File: src/rtl/subtractor_pipe_pkg.sv
// Shared widths and result bundle for the pipelined subtractor.
// The bundle type is sized for the default width.
package subtractor_pipe_pkg;

    localparam int SUB_WIDTH  = 8;
    localparam int SUB_DWIDTH = SUB_WIDTH + 1;

    typedef struct packed {
        logic [SUB_DWIDTH-1:0] diff;
        logic                  borrow;
        logic                  diff_zero;
    } sub_res_t;

    // Result width for an arbitrary operand width: difference plus borrow/sign bit.
    function automatic int sub_dwidth(input int w);
        return w + 1;
    endfunction

endpackage

File: src/rtl/subtractor_pipe_pipe_reg.sv
// Single valid/ready register slice; accepts a new beat whenever it is empty
// or its current beat is being popped in the same cycle.
module pipe_reg #(
    parameter int DATA_W = 8
) (
    input  logic              clk,
    input  logic              rst_n,
    input  logic              in_valid,
    output logic              in_ready,
    input  logic [DATA_W-1:0] in_data,
    output logic              out_valid,
    input  logic              out_ready,
    output logic [DATA_W-1:0] out_data
);

    assign in_ready = ~out_valid | out_ready;

    always_ff @(posedge clk or negedge rst_n) begin
        if (!rst_n) begin
            out_valid <= 1'b0;
            out_data  <= '0;
        end else if (in_valid && in_ready) begin
            out_valid <= 1'b1;
            out_data  <= in_data;
        end else if (out_ready) begin
            out_valid <= 1'b0;
        end
    end

endmodule

File: src/rtl/subtractor_pipe.sv
// Two-stage valid/ready subtractor: S1 holds operands, S2 holds the
// registered difference with borrow and zero flags.
module subtractor_pipe
    import subtractor_pipe_pkg::*;
#(
    parameter int WIDTH  = SUB_WIDTH,
    parameter int DWIDTH = WIDTH + 1
) (
    input  logic              clk,
    input  logic              rst_n,
    input  logic              in_valid,
    output logic              in_ready,
    input  logic [WIDTH-1:0]  x,
    input  logic [WIDTH-1:0]  y,
    input  logic              bin,
    output logic              out_valid,
    input  logic              out_ready,
    output logic [DWIDTH-1:0] diff,
    output logic              borrow,
    output logic              diff_zero
);

    typedef struct packed {
        logic             bin;
        logic [WIDTH-1:0] y;
        logic [WIDTH-1:0] x;
    } opnd_t;

    typedef struct packed {
        logic [DWIDTH-1:0] diff;
        logic              borrow;
        logic              diff_zero;
    } res_t;

    opnd_t s1_in, s1_q;
    res_t  s2_in, s2_q;
    logic  s1_valid, s2_ready;
    logic  [DWIDTH-1:0] x_ext, y_ext, d;

    assign s1_in = '{bin: bin, y: y, x: x};

    pipe_reg #(.DATA_W($bits(opnd_t))) u_s1 (
        .clk       (clk),
        .rst_n     (rst_n),
        .in_valid  (in_valid),
        .in_ready  (in_ready),
        .in_data   (s1_in),
        .out_valid (s1_valid),
        .out_ready (s2_ready),
        .out_data  (s1_q)
    );

    // Zero-extension keeps the worst case 0 - max - 1 representable.
    assign x_ext = DWIDTH'(s1_q.x);
    assign y_ext = DWIDTH'(s1_q.y);
    assign d     = x_ext - y_ext - DWIDTH'(s1_q.bin);

    assign s2_in = '{diff: d, borrow: d[DWIDTH-1], diff_zero: (d == '0)};

    pipe_reg #(.DATA_W($bits(res_t))) u_s2 (
        .clk       (clk),
        .rst_n     (rst_n),
        .in_valid  (s1_valid),
        .in_ready  (s2_ready),
        .in_data   (s2_in),
        .out_valid (out_valid),
        .out_ready (out_ready),
        .out_data  (s2_q)
    );

    assign diff      = s2_q.diff;
    assign borrow    = s2_q.borrow;
    assign diff_zero = s2_q.diff_zero;

endmodule

File: config.mk
export PLATFORM = sky130hd
export DESIGN_NAME = subtractor_pipe
export DESIGN_NICKNAME = d
export VERILOG_FILES = /design/src/rtl/subtractor_pipe_pkg.sv /design/src/rtl/subtractor_pipe_pipe_reg.sv /design/src/rtl/subtractor_pipe.sv
export SDC_FILE = /design/constraint.sdc
export NUM_CORES = 1
export LEC_CHECK = 0
export ABC_AREA = 1
export BUFFER_PORTS_ARGS = -buffer_cell sky130_fd_sc_hd__buf_2
export CAP_MARGIN = 20
export CELL_PAD_IN_SITES_DETAIL_PLACEMENT = 0
export CELL_PAD_IN_SITES_GLOBAL_PLACEMENT = 1
export CORE_MARGIN = 2
export CORE_UTILIZATION = 44
export CTS_CLUSTER_DIAMETER = 100
export CTS_CLUSTER_SIZE = 24
export DETAILED_ROUTE_END_ITERATION = 6
export PLACE_DENSITY = 0.81
export SLEW_MARGIN = 30
export SYNTH_ARGS = -nofsm -noshare
export SYNTH_HDL_FRONTEND = slang
export SYNTH_HIERARCHICAL = 1
export SYNTH_SLANG_ARGS = --single-unit
File: constraint.sdc
create_clock -name clk -period 4.5 [get_ports clk]
set_clock_uncertainty 0.2 [all_clocks]
set_input_delay 0.45 -clock clk [delete_from_list [all_inputs] [get_ports clk]]
set_output_delay 0.45 -clock clk [all_outputs]
set_load 0.05 [all_outputs]
* Word level (Yosys, flattened, before mapping)
Cells that the tools add are included.
** Operators by class
- $add $sub $neg :: 2
- Multiplexer cells :: 4
- Bitwise operators :: 4
- Reduce and logical (&&, ||, !) cells :: 5
** Operator list (count)
- $logic_not 9->1 :: 1
- $sub 8x8->9 :: 1
- $sub 9x1->9 :: 1
- $mux 1 :: 4
- $reduce_bool 2->1 :: 2
- $logic_and 1x1->1 :: 2
- $not 1->1 :: 2
- $or 1x1->1 :: 2
** Word-level totals
- Bits in registers :: 30
- Bits of input ports :: 21
- Output and inout bits :: 13
- Word-level logic and storage cells :: 19

* Logic depth before layout (Yosys ltp)
- Depth after elaboration :: 5
- Mapped depth :: 15
- Mapped depth without buffers :: 15

* Modules after synthesis
The synthesis kept the hierarchy.
** Modules (own cells, without submodules)
- pipe_reg at u_s1 :: instances 1, cells an instance 78, area an instance 755.7 µm², sequential area each 450.4 µm²
- subtractor_pipe :: instances 1, cells an instance 122, area an instance 718.2 µm², sequential area each 0.0 µm²
- pipe_reg at u_s2 :: instances 1, cells an instance 52, area an instance 498.0 µm², sequential area each 300.3 µm²

* Worst setup path after synthesis
OpenSTA, ideal clock, no wires.
- Path kind :: register to register
- Start :: reg u_s1.out_data[0]
- End :: reg u_s2.out_data[0]
- Setup time :: 0.065 ns
- Data arrival time :: 1.925 ns
- Data required time :: 4.235 ns
- Setup slack :: 2.311 ns
- Stages on the path, launching flop included :: 12
- Path buffers :: 0
- Period minus slack after synthesis :: 2.189 ns
- Cell sequence :: dfrtp_1 -> fa_1 -> inv_1 -> ha_1 -> or2_0 -> nand2_1 -> nand4_1 -> nand2_2 -> nand2_2 -> nor3_2 -> nand3_1 -> nand2_1
** RTL lines
- from (decl) :: line subtractor_pipe_pipe_reg.sv:13 : output logic [DATA_W-1:0] out_data
- from (signal assigned) :: line subtractor_pipe_pipe_reg.sv:24 : out_data <= in_data;
- to (signal assigned) :: line subtractor_pipe_pipe_reg.sv:24
- to (decl) :: line subtractor_pipe_pipe_reg.sv:13

==> results.md <==
* Status: finished with violations
* Failing checks: hold timing
* Die ar. at 0.00503 mm²
* Average vias per placed instance at 4.49
* RSZ-0062 raised after global routing: false
* Post-synth cell types at 25
* Crit Reg-Reg Startpoint: u_s1/out_data[0]$_DFFE_PN0P_
* Register bit total from synthesis at 30
* Total chip power at 1280 µW
* Routed WL at 3.37 mm
* Clk Latency, worst-skew pair at 0.28 ns
* WP data arrival at 2.33 ns
* Routed Antenna Nets at 0
* Crit-path cells: fa_1, inv_1, ha_1, or2_0, nand2_1, nand4_1, nand2_2, nand2_2, nor3_2, nand3_1, nand2_1
* GRT overflow at 0
* Synthesized net count at 289
* WL/cell at 9.99 µm
* Final min period at 2.32 ns
* Crit path max fanout at 2
* DRC viols at 0
* Worst Setup Path Type: register to register
* # rows at 24
* Vias in the first global route at 1,377
* Crit. Startpoint: u_s1/out_data[0]$_DFFE_PN0P_
* Final hold violations at 1
* Max_slew headroom at 0.553
* Ports at 34
* Clock tree sinks at 30
* H-tree depth at 2
* DR pass1 iterations at 4
* Post-CTS Hold Buffers at 0
* Critical path required time at 4.52 ns
* Starting DRT DRC Count at 47
* Clock root cell: clkbuf_8
* Pwr/cell area at 585 mW/mm²
* CP max stage cell: fa_1
* Ratio of cells with drive above 1 in the final layout at 0.239
* Synth warn at 6
* Synthesized cell area at 0.00197 mm²
* Largest stage delay, worst path at 0.58 ns
* Overall Global Routing Usage at 0.151
* Seq/Total Area, Yosys at 0.381
* Half-perimeter wire length after placement at 2.54 mm
* Dpl cells at 329
* Core footprint at 0.00432 mm²
* Port buffer count at 33
* Area Overhead vs Synth at 11.4%
* Final core utilization at 0.508
* Leak pwr at 0.00132 µW
* Nets at 321
* Final hold slack at -0.000463 ns
* Filler cells at 465
* FFs w/ async S/R, synth at 1.00
* Initial antenna violation count at 0
* Tcrit/Tclk final at 0.515
* Max Buffers Root-to-Sink at 2
* Worst-Margin Slew at 0.671 ns
* Post-synth top flop: dfrtp_1
* Max-cap violations at 0
* CP Capture Type: register
* Startpoint types: register
* Fin cells at 337
* Die Span Y at 70.9 µm
* Peak Freq at 432 MHz
* Synthesized instance count at 252
* Die width at 70.9 µm
* Postcts setup bufs at 0
* Setup TNS at 0 ns
* Slew Limit Fails at 0
* Largest net degree at the start of global routing at 31
* EDFF count, synth at 0
* Clock-pin slew on the worst setup and hold paths at 0.07 ns
* Mean Syn Cell Area at 7.82 µm²
* Starting density of the core at 0.456
* ANT cells at 0
* First-pass GRT wire length at 6.11 mm
* TritonCTS clock tree: built
* Final setup fails at 0
* Hold WC Path Type: input pin to asynchronous set/reset pin
* Total CTS buffers at 5
* Vias at 1,514
* Post-CTS Resized at 0
* Final GP Congestion at 0.815
* Max IR drop VDD at 0.200 mV
final cells by class:
class                   instances  area, µm²  share of cell area
flip-flops and latches         30        751               0.342
clock buffers                   7       86.3              0.0393
inverters                      47        178              0.0809
clock inverters                 1       5.00             0.00228
multi-input cells             167        946               0.431
repair buffers                 33        165              0.0752
well taps                      52       65.1              0.0296
kinds of logic (layout without fill, tap and decap cells):
kind of cell / Yosys count / in the layout / synth area share
and+or+nand+nor: 147 / 147 / 0.353
buffers and inverters: 55 / 88 / 0.140
DFF: 30 / 30 / 0.381
adders and majority gates: 16 / 16 / 0.109
AOI/OAI and AO/OA: 3 / 3 / 0.0133
xor gates and xnor gates: 1 / 1 / 0.00444
flip-flops by register name, indices dropped and copies added (netlist names):
register / flops
u_s2/out_data: 11
u_s1/out_valid: 1
u_s2/out_valid: 1
u_s1/out_data: 17
synth_stat cells, types with 2 or more instances:
library cell	n	area [µm²]
ha_1	14	175
dfrtp_1	30	751
nand3_2	3	30.0
nand3b_1	3	22.5
buf_6	5	56.3
nand2_4	4	45.0
nor2_1	3	11.3
inv_2	4	15.0
nand2_1	87	327
nand2_2	13	81.3
fa_1	2	40.0
inv_1	42	158
nand3_1	30	150
through the flow:
stage	instance area, µm²	setup WS [ns]
2_1_floorplan	1970	2.31
4_1_cts	2200	2.17
5_1_grt	2200	1.97
3_3_place_gp	2100	2.24
6_report	2200	2.18
3_5_place_dp	2100	2.20
power breakdown:
group	total [µW]	internal [µW]	switching, µW
Clock	226	123	103
Sequential	378	338	39.5
Combinational	680	210	471
Total	1280	671	613
metal layers:
metal | up-vias | track usage | routed length [µm]
met5 | - | 0 | 0
met4 | 0 | 0.0503 | 48
met3 | 5 | 0.0442 | 183
met2 | 35 | 0.228 | 1460
met1 | 647 | 0.207 | 1680
li1 | 827 | - | -
layout by cell type, fill, tap and decap left out:
cell and n:
a21oi_1 1, nand2_4 4, inv_2 4, nand3_2 3, inv_1 42, clkbuf_8 6, nand3_1 30, clkbuf_1 1
dfrtp_1 30, xor2_1 1, nor2_2 1, nor2_1 3, a21oi_4 1, buf_2 33, o21ai_1 1, ha_1 14
nor3_2 1, clkinv_2 2, fa_1 2, or2_0 1, nand3b_1 3, nand4_1 1, nand2_2 13, nand2_1 87
worst max-delay path: cells and delay by family, from the launching register on:
kind / cells / cell delay (ns)
AND/OR/NAND/NOR: 8 / 0.85
adder cells (fa/ha/maj): 2 / 0.76
flip-flops: 1 / 0.40
buffers and inverters: 1 / 0.05
final timing paths:
| check | slack, ns | end | depth (start not counted) |
|---|---|---|---|
| worst max-delay path | 2.18 | u_s2/out_data[0]$_DFFE_PN0P_ | 11 |
| worst min-delay path | -0.0005 | u_s2/out_data[1]$_DFFE_PN0P_ | 1 |
| worst max register to register | 2.18 | u_s2/out_data[0]$_DFFE_PN0P_ | 11 |
| worst min register to register | 0.26 | u_s2/out_data[2]$_DFFE_PN0P_ | 2 |
| max in group asynchronous | 3.66 | u_s1/out_data[11]$_DFFE_PN0P_ | 1 |
| min in group clk | 0.20 | u_s1/out_data[9]$_DFFE_PN0P_ | 3 |
Note: power is estimated with default switching activity, not from simulation.
